[config.mk]
export PLATFORM = sky130hd
export DESIGN_NAME = register_stack
export DESIGN_NICKNAME = d
export VERILOG_FILES = /design/src/rtl/register_stack.sv
export SDC_FILE = /design/constraint.sdc
export NUM_CORES = 1
export LEC_CHECK = 0
export ABC_AREA = 1
export CORE_MARGIN = 8
export CORE_UTILIZATION = 53
export CTS_CLUSTER_SIZE = 14
export DETAILED_ROUTE_END_ITERATION = 16
export GPL_TIMING_DRIVEN = 0
export PLACE_DENSITY = 0.77
export RECOVER_POWER = 50
export SLEW_MARGIN = 20
export SYNTH_ARGS = -nofsm -noshare
export SYNTH_HDL_FRONTEND = slang
export SYNTH_SLANG_ARGS = --single-unit
[constraint.sdc]
create_clock -name in_clk -period 2.68 [get_ports in_clk]
set_input_delay 0.268 -clock in_clk [delete_from_list [all_inputs] [get_ports in_clk]]
set_output_delay 0.268 -clock in_clk [all_outputs]
set_load 0.05 [all_outputs]
[src/rtl/register_stack.sv]
// LIFO operand stack for the RegisterStack CPU: push/pop/replace with TOS/NOS
// exposed from registered state, occupancy count and sticky overflow/underflow.
module register_stack #(
  parameter int DATA_WIDTH = 16,
  parameter int DEPTH      = 8,
  parameter int CW         = $clog2(DEPTH + 1)
) (
  input  logic                  in_clk,
  input  logic                  in_reset,
  input  logic [DATA_WIDTH-1:0] in_input_value,
  input  logic                  in_push,
  input  logic                  in_pop,
  input  logic                  in_clear_err,
  output logic [DATA_WIDTH-1:0] ot_top,
  output logic [DATA_WIDTH-1:0] ot_next,
  output logic [CW-1:0]         ot_count,
  output logic                  ot_empty,
  output logic                  ot_full,
  output logic                  ot_overflow,
  output logic                  ot_underflow
);

  localparam int AW = (DEPTH > 1) ? $clog2(DEPTH) : 1;

  logic [DATA_WIDTH-1:0] mem [DEPTH];
  logic [CW-1:0]         count, count_nxt;
  logic                  overflow, underflow;
  logic                  wr_en, ovf_set, unf_set;
  logic [AW-1:0]         wr_idx;

  assign ot_empty = (count == '0);
  assign ot_full  = (count == CW'(DEPTH));

  // NOTE: every signal driven here gets a default first, so no path leaves one unassigned and no latch is inferred.
  always_comb begin
    wr_en     = 1'b0;
    wr_idx    = AW'(count);
    count_nxt = count;
    ovf_set   = 1'b0;
    unf_set   = 1'b0;
    unique case ({in_push, in_pop})
      2'b10: begin
        if (!ot_full) begin
          wr_en     = 1'b1;
          count_nxt = count + CW'(1);
        end else begin
          ovf_set = 1'b1;
        end
      end
      2'b01: begin
        if (!ot_empty) count_nxt = count - CW'(1);
        else           unf_set   = 1'b1;
      end
      2'b11: begin
        wr_en = 1'b1;
        if (!ot_empty) begin
          wr_idx = AW'(count - CW'(1));
        end else begin
          // Replace on an empty stack still pushes, but reports the missing pop.
          wr_idx    = '0;
          count_nxt = CW'(1);
          unf_set   = 1'b1;
        end
      end
      default: ;
    endcase
  end

  // NOTE: sequential state uses non-blocking assignments so every register samples pre-edge values.
  always_ff @(posedge in_clk or posedge in_reset) begin
    if (in_reset) begin
      count     <= '0;
      overflow  <= 1'b0;
      underflow <= 1'b0;
    end else begin
      count     <= count_nxt;
      overflow  <= ovf_set | (overflow  & ~in_clear_err);
      underflow <= unf_set | (underflow & ~in_clear_err);
    end
  end

  // NOTE: storage is deliberately not reset; stale words are hidden by the count-gated outputs.
  always_ff @(posedge in_clk) begin
    if (wr_en) mem[wr_idx] <= in_input_value;
  end

  assign ot_top       = (count >= CW'(1)) ? mem[AW'(count - CW'(1))] : '0;
  assign ot_next      = (count >= CW'(2)) ? mem[AW'(count - CW'(2))] : '0;
  assign ot_count     = count;
  assign ot_overflow  = overflow;
  assign ot_underflow = underflow;

endmodule

Yosys cells after proc, flatten, opt, wreduce, memory -nomap -nowiden
Memory sizes are Yosys's and may differ from the RTL's.
Index checks and enable logic that the tools add are counted.
{"block": "classes", "bitwise": 5, "n_reduce_logical": 4, "mux": 16, "n_lt_le_gt_ge": 2, "n_eq_ne": 7, "add_sub_neg": 3}
{"operator": "16-bit two-way mux", "count": 2}
{"operator": "4-bit two-way mux", "count": 3}
{"operator": "4-bit case mux with 3 select lines", "count": 1}
{"operator": "1-bit two-way mux", "count": 7}
{"operator": "3-bit two-way mux", "count": 2}
{"operator": "2-bit inequality test (second input constant)", "count": 3}
{"operator": "4-bit by 1-bit adder with 4-bit output (second input constant)", "count": 1}
{"operator": "2-bit equality test (second input constant)", "count": 2}
{"operator": "4-bit equality test (second input constant)", "count": 1}
{"operator": "4-bit by 1-bit greater-or-equal comparator with 1-bit output (second input constant)", "count": 1}
{"operator": "4-bit by 2-bit greater-or-equal comparator with 1-bit output (second input constant)", "count": 1}
{"operator": "4-bit logical NOT", "count": 1}
{"operator": "4-bit AND reduction", "count": 1}
{"operator": "4-bit by 1-bit subtractor with 4-bit output (second input constant)", "count": 1}
{"operator": "3-bit nonzero test", "count": 1}
{"operator": "3-bit by 2-bit subtractor with 3-bit output (second input constant)", "count": 1}
{"operator": "1-bit bitwise AND", "count": 2}
{"operator": "2-bit by 1-bit equality test with 1-bit output (second input constant)", "count": 1}
{"operator": "1-bit OR", "count": 2}
{"operator": "1-bit case mux with 2 select lines", "count": 1}
{"operator": "2-bit OR reduction", "count": 1}
{"operator": "1-bit inverter", "count": 1}
{"block": "word_totals", "memories": 1, "register_bits": 6, "ramBits": 128, "inputBits": 21}
{"memory": "mem", "depth": 8, "width": 16, "rd": 2, "rd_ports_with_merged_regs": 0, "wr": 1, "line_no": "25", "text": "logic [DATA_WIDTH-1:0] mem [DEPTH];"}

Depth between registers and ports, before layout
{"block": "depth", "ltp_word": 5, "depth_mapped": 13, "mapped_depth_nobuf": 10}

Worst setup path before layout
Ideal clock, no wire load.
{"block": "synth_path", "path_kind": "register to register", "startpoint": "register count[0], in the netlist ot_count[0]", "endpoint": "memory mem[0][0], enable pin", "setup_time_ns": 0.388, "arrival_time_ns": 2.880, "setup_slack_ns": -0.589, "t_required_ns": 2.292, "period_less_slack_ns": 3.269, "stages_incl_launch_ff": 11, "path_cell_list": "dfrtp_1 buf_6 inv_2 buf_6 buf_4 ha_1 nand2_1 nor2_1 a21oi_1 nand3_1 nor2_1"}
{"block": "synth_via", "elab_chain_cells": 5, "elab_cells_between_ends": 9, "cone_classes": "1 x add/sub; 1 x eq/ne; 6 x mux; 1 x reduce/logical"}
{"item": "from (decl)", "line_no": "26", "text": "logic [CW-1:0] count, count_nxt;"}
{"item": "from (signal assigned)", "line_no": "76", "text": "count <= count_nxt;"}
{"item": "4-bit equality test", "line_no": "32", "text": "assign ot_full = (count == CW'(DEPTH));"}
{"item": "net ot_full", "line_no": "18", "text": "output logic ot_full,"}
{"item": "1-bit two-way mux", "line_no": "43", "text": "if (!ot_full) begin"}
{"item": "1-bit case mux with 2 select lines", "line_no": "41", "text": "unique case ({in_push, in_pop})"}
{"item": "1-bit two-way mux", "line_no": "84", "text": "if (wr_en) mem[wr_idx] <= in_input_value;"}
{"item": "1-bit two-way mux (not written as such)", "line_no": "84"}
{"item": "to (decl)", "line_no": "25"}
The timed path passes the listed nets, and every way through them passes these cells.

Final worst setup path
{"block": "layout_path", "startpoint": "register count[0], in the netlist ot_count[0]", "endpoint": "output port ot_top[9]"}
{"block": "layout_via", "elab_chain_cells": 3, "elab_cells_between_ends": 4, "cone_classes": "1 x add/sub; 1 x order compare; 1 x mux; 1 x memory"}
{"item": "4-bit by 1-bit subtractor with 4-bit output", "line_no": "87", "text": "assign ot_top = (count >= CW'(1)) ? mem[AW'(count - CW'(1))] : '0;"}
{"item": "memory read 8 x 16 bit"}
{"item": "16-bit two-way mux (*)", "line_no": "87"}
{"item": "to (decl)", "line_no": "14", "text": "output logic [DATA_WIDTH-1:0] ot_top,"}
Mark *: on every way between the ends. The rest lies on a longest branch, timed or not.

==> summary by stage <==
STA
The final number of max-transition violations is 0. The count of final setup violators is 17. The part of the cycle the worst path needs is 104%.

The total count of hold-check failures in the final report is 0. The clock tree skew after final layout is 4.07 ps. After layout, the minimum clock period comes to 2790 ps.

The relative slew slack is 50.4%. For the pin with the worst max-slew slack, the measured transition is 745 ps. In the post-route analysis, the smallest setup slack over all paths is -113 ps.

Static timing analysis puts the maximum clock frequency at 358 MHz. Setup repair after global routing could not meet its margin everywhere.

Global route
The via count of the first global-routing pass is 6426. The combined global-route utilization of all metal layers is 26.0%. The first-pass GRT wire length is 35.1 mm. The global-route met2 utilization is 39.6%. The number of antenna violations at the first check in global routing is 0. The met1 track demand over resource is 33.8%. met2 is the most crowded layer. Entering global routing, the biggest net connects 19 pins.

The met3 track utilization from global routing is 5.91%. Summed over all layers, the global routing overflow is 0.

Yosys
When the netlist entered floorplanning its net count stood at 875. The synthesized netlist devotes 11.4% of its cell area to compound gates. The Yosys step of the flow raised 0 warnings. The synthesized design devotes to its leading area cell type 52.7% of total area.

The netlist uses 25 different library cells. The parity-gate share of the synthesized area counting xor and xnor cells is 0%. Synthesis produced 846 cells. The post-synth design cell area is 0.00729 mm^2. The area fraction in and, or, nand and nor cells after synthesis is 23.6%. The share of synthesized cell area in full adder, half adder and majority cells is 1.37%.

The multiplexer share of the synthesized area is 0%. The average footprint of a synthesized cell is 8.61 um^2. Of the synthesized area, sequential elements account for 54.8%. Synthesis inferred 134 register bits. The count of flip-flops with a built-in enable after synthesis is 128. By area the synthesized netlist is led by sky130_fd_sc_hd__edfxtp_1 (53%), sky130_fd_sc_hd__nand2_1 (11%), sky130_fd_sc_hd__nor2_1 (7.8%). The dominant register cell in the synthesized netlist is sky130_fd_sc_hd__edfxtp_1.

By area, the combinational part of the netlist is dominated by simple AND/OR/NAND/NOR gates. In the synthesized netlist the async set-or-reset flop fraction comes to 4.48%. The dominant cell type by area after synthesis is sky130_fd_sc_hd__edfxtp_1.

Cells and area
The storage element area is 0.00400 mm^2. The net total in the final layout is 984. The core occupancy in the finished layout is 70.1%. The most common library cell in the layout ignoring fill and taps is sky130_fd_sc_hd__nand2_1. The area growth from synthesis to layout is 31.4%. The number of diodes added for antenna fixing is 0. The proportion of layout cells with a drive suffix above 1 is 25.1%. The multi-input combinational cells in the finished layout cover a total of 0.00302 mm^2. Leaving out fill and tap cells, the most frequent cells in the layout are sky130_fd_sc_hd__nand2_1 (188), sky130_fd_sc_hd__edfxtp_1 (128), sky130_fd_sc_hd__nor2_1 (98), sky130_fd_sc_hd__inv_1 (92), sky130_fd_sc_hd__nand3_1 (69). The final instance count without filler cells is 1147. The filler cells instantiated in the layout total 1001.

Clocking
The total clock sinks is 134. After clock tree synthesis, the flow added hold-fix buffers numbering 0. The clock insertion delay at the later pin of the skew report is 420 ps. TritonCTS built the clock tree. Clock tree synthesis inserted a total of 17 buffers. The deepest clock path buffer count is 2. The H-tree was split into 4 levels. The clock root buffer is sky130_fd_sc_hd__clkbuf_16. The clock slew at the register clock pins of the worst setup and hold paths is 50 ps.

Placed design
The cell total after placement is 1086. The port buffer count is 60. After legalization and detailed placement, the total HPWL measured 14.3 mm. Timing analysis after detailed placement gives a worst setup slack of -1370 ps. The final weighted congestion in routability-driven placement is 0.910.

Run status
The checks that failed: setup timing. The run finished, with violations left.

Worst setup path
The critical path required time is 2410 ps. The category of the most critical setup path is flop to output port. The worst reg-to-reg setup slack is 150 ps. The worst setup path is launched from a flop. The number of cells traversed by the worst register-to-register path is 9. The largest fanout of any net on the critical path is 7. In this run the worst setup path begins at ot_count[0]$_DFFE_PP0P_.

The signal arrival time at the worst endpoint is 2520 ps. The critical path capture point type is an output port. The critical path ends at ot_top[9]. The worst flop-to-flop path startpoint is ot_count[1]$_DFFE_PP0P_. The destination of the worst register-to-register timing path is mem[1][3]$_DFFE_PP_.

Routing
After the first detailed-routing iteration, the DRC count stood at 772. The via count normalized by instance count is 5.78. In the routed design, unresolved DRC markers number 0. After detailed routing, the total wire length is 23.3 mm. Once detail routing completed, the nets flagged for antenna violations numbered 0. The vias after detailed routing is 6625. The wire length per cell after detailed routing is 20.3 um. The first detailed-routing pass took 6 iterations.

Floorplan
The initial core utilization is 53.3%. The die footprint is 0.0178 mm^2. The region available for standard cell placement spans 0.0137 mm^2. From left edge to right edge, the die measures 133 um. The floorplan has 43 rows. 61 I/O pins were placed. The height of the chip is 133 um.

Hold path
The kind of path behind the tightest hold check is input port to async pin.

Job
The number of max-cap violations is 0.
[cells by family (layout without fill, tap and decap cells)]
| family | Yosys count | after routing |
|---|---|---|
| flip-flops | 134 | 134 |
| adder cells (fa/ha/maj) | 8 | 8 |
| buffers and inverters | 148 | 269 |
| AND/OR/NAND/NOR | 431 | 431 |
| AO/OA/AOI/OAI | 125 | 125 |
[flip-flops by register name (all words and copies together), names as in the netlist]
| name | cells |
|---|---|
| mem | 128 |
| ot_count | 4 |
| ot_overflow | 1 |
| ot_underflow | 1 |
[critical path, stage by stage (launching register included)]
cell,delay (ps)
sky130_fd_sc_hd__dfrtp_2,400
sky130_fd_sc_hd__buf_6,130
sky130_fd_sc_hd__inv_6,30
sky130_fd_sc_hd__buf_8,110
sky130_fd_sc_hd__buf_12,120
sky130_fd_sc_hd__ha_4,280
sky130_fd_sc_hd__clkinvlp_4,240
sky130_fd_sc_hd__buf_6,230
sky130_fd_sc_hd__o211ai_1,110
sky130_fd_sc_hd__nand3_1,140
sky130_fd_sc_hd__nand2_2,120
sky130_fd_sc_hd__nor2_4,40
sky130_fd_sc_hd__buf_6,150
[through the flow]
step	hold WS, ps	instance area [um^2]	TNS (ps)
after floorplan	58.8	7520	-809
after global placement	494	8340	-107380
after detailed placement	497	8340	-110560
after CTS	59.2	9280	-1730
after global routing	215	9570	-2260
final	193	9570	-977
[worst min-delay path by stage]
stage,cells after the start,start,slack (ps),end
CTS,2,in_reset,60,ot_count[2]$_DFFE_PP0P_
finish,2,in_reset,190,ot_overflow$_DFF_PP0_
global placement,2,in_reset,490,ot_count[2]$_DFFE_PP0P_
floorplan,1,in_reset,60,ot_count[2]$_DFFE_PP0P_
detailed placement,2,in_reset,500,ot_count[2]$_DFFE_PP0P_
global route,2,in_reset,220,ot_overflow$_DFF_PP0_
[routing by layer]
metal / share of wire, % / wire length (um)
met1: 39 / 9080
met2: 45 / 10400
met3: 11 / 2630
met4: 4.8 / 1120
met5: 0 / 0
[what timing repair did]
item                                    CTS  global route
pin swaps                                36            39
endpoints found under the setup margin  162           146
buffers inserted                         16            11
hold endpoints to repair                  0             0
gates cloned                              3             2
resized for setup                       283            69
[synth_stat cells, types with 2 or more instances]
library cell               number
sky130_fd_sc_hd__nand2_1      204
sky130_fd_sc_hd__nor2_1       152
sky130_fd_sc_hd__edfxtp_1     128
sky130_fd_sc_hd__inv_1         95
sky130_fd_sc_hd__nand3_1       71
sky130_fd_sc_hd__o21ai_0       66
sky130_fd_sc_hd__o211ai_1      31
sky130_fd_sc_hd__buf_2         25
sky130_fd_sc_hd__o211ai_2      16
sky130_fd_sc_hd__clkbuf_1      13
sky130_fd_sc_hd__ha_1           8
sky130_fd_sc_hd__a21oi_1        6
sky130_fd_sc_hd__buf_6          6
sky130_fd_sc_hd__dfrtp_1        6
sky130_fd_sc_hd__buf_1          3
sky130_fd_sc_hd__buf_4          3
sky130_fd_sc_hd__o21ai_1        3
sky130_fd_sc_hd__inv_2          2
sky130_fd_sc_hd__o21bai_1       2
[cell type report]
class	count	share of cell area (%)
plain buffers	48	4.10
clock buffers	21	4.60
clock inverters	10	1.11
inverters	98	4.08
multi-input cells	564	31.5
flip-flops and latches	134	41.8
well taps	180	2.35
repair buffers	92	10.5
Power is left out: the tool's default activity adds up to more than one toggle a clock period on the data nets, which glitch-free logic cannot reach.
==> variant (config.mk and constraints unchanged) <==
The parameter `DATA_WIDTH` goes from 16 to 12.
--- a/src/rtl/register_stack.sv
+++ b/src/rtl/register_stack.sv
@@ -2,5 +2,5 @@
 // exposed from registered state, occupancy count and sticky overflow/underflow.
 module register_stack #(
-  parameter int DATA_WIDTH = 16,
+  parameter int DATA_WIDTH = 12,
   parameter int DEPTH      = 8,
   parameter int CW         = $clog2(DEPTH + 1)
Ports: changed (resized in_input_value, ot_next and ot_top); port bits go from 61 to 49. The function was not compared with the original's and may differ.
==> variant against the original RTL <==
  * Synthesized cell count is 22% lower
  * Setup slack improved by 0.15 ns
  * First-iteration DRC count is 8.0% lower
  * Area after synthesis decreased by 24%
  * Sequential cell count fell by 32
  * Critical path depth rose by 1
  * Final area down 28%
  * Wire length decreased by 25%
  * Highest routed layer unchanged
Power is left out: the tool's default activity adds up to more than one toggle a clock period on the data nets, which glitch-free logic cannot reach.
==> variant: results (changes against the original RTL) <==
| Metric | Value |
|---|---|
| Wl on met1 | 6463 um (-29%) |
| Fillcell total | 791 (-21%) |
| Max FFs per register | 96 (-25%) |
| Met1 usage | 29.31% (-4.5 points) |
| Hold WS | 0.2336 ns (+0.04020 ns) |
| M3 GR Usage | 4.712% (-1.2 points) |
| Synth unique cells | 22 (-12%) |
| Top post-synthesis cells by area | edfxtp_1 (52%), nand2_1 (11%), nor2_1 (7.9%) |
| Worst R2R Setup Slack | 0.11 ns (-0.04 ns) |
| Gr usage total | 24.08% (-1.9 points) |
| Syn nets | 686 (-22%) |
| Final period utilization | 98.61% (-5.6 points) |
| FF-to-FF End | mem[6][6] |
| Initial drt markers | 710 (-8.0%) |
| Nets | 762 (-23%) |
| Worst stage delay on the critical path | 0.45 ns (+0.05 ns) |
| Post-synth top cells | nand2_1 (164), nor2_1 (116), edfxtp_1 (96) |
| Slew HR | 56.34% (+6.0 points) |
| RR Startpoint | ot_count[0] |
| Status | complete, no violations |
| Post-DP HPWL | 11690 um (-18%) |
| Worst Path Arrival | 2.37 ns (-0.15 ns) |
| Clock Tree Root | clkbuf_8 |
| Via count | 5196 (-22%) |
| Number of synthesized flops with an enable pin | 96 (-25%) |
| Routed wl met2 | 8308 um (-20%) |
| First-pass GRT wire length | 26030 um (-26%) |
| Async set-reset flop share out of synthesis | 5.882% (+1.4 points) |
| Met3 WL post-DR | 1902 um (-28%) |
| Worst-skew pair later-pin latency | 0.38 ns (-0.04 ns) |
| Wire length per cell | 19.91 um (-1.8%) |
| CTS clk-pin slew, worst paths | 0.10 ns (+0.05 ns) |
| Worst Setup SP | ot_count[1] |
| Crit path capture | ot_top[3] |
variant: cell types whose count changed after synthesis, sizes merged:
| cell | unedited run | this run |
|---|---|---|
| clkbuf | 13 | 9 |
| o211ai | 47 | 35 |
| o21ai | 69 | 53 |
| edfxtp | 128 | 96 |
| nand2 | 205 | 165 |
| inv | 98 | 78 |
| buf | 37 | 28 |
| nand3 | 71 | 55 |
| nor2 | 153 | 117 |
variant: logic make-up after synthesis:
kind of cell / after synthesis / share of synthesized area [%]
AO/OA/AOI/OAI: 97 / 10.47
adder cells (fa/ha/maj): 8 / 1.808
buffers and inverters: 115 / 8.499
flip-flops: 102 / 54.79
AND/OR/NAND/NOR: 339 / 24.44
variant: repair_timing:
action	4_1_cts	5_1_grt
pin swaps	1	9
resized for setup	186	44
buffers inserted	6	8
setup endpoints to repair	122	62
cloned	0	3
hold buffers	0	0
variant: cell type report:
type | instances | area share, %
Buffer | 37 | 4.292
Clock buffer | 9 | 1.800
Clock inverter | 7 | 0.8365
Inverter | 78 | 4.583
Multi-Input combinational cell | 444 | 32.37
Sequential cell | 102 | 44.14
Tap cell | 136 | 2.473
Timing Repair Buffer | 64 | 9.384
Timing Repair inverter | 1 | 0.1273
variant: metrics by stage:
stage                     TNS (ns)  utilization (%)  area [sq um]  cells  worst slack (ns)
after floorplan                  0                -          5665    661           0.02000
after global placement      -60.37            61.73          6316    845            -1.033
after detailed placement    -63.60            61.73          6316    845            -1.054
after CTS                 -0.02455            65.04          6654    867          -0.01495
after global routing      -0.03603            67.25          6880    878          -0.02425
final                            0            67.25          6880    878           0.03720
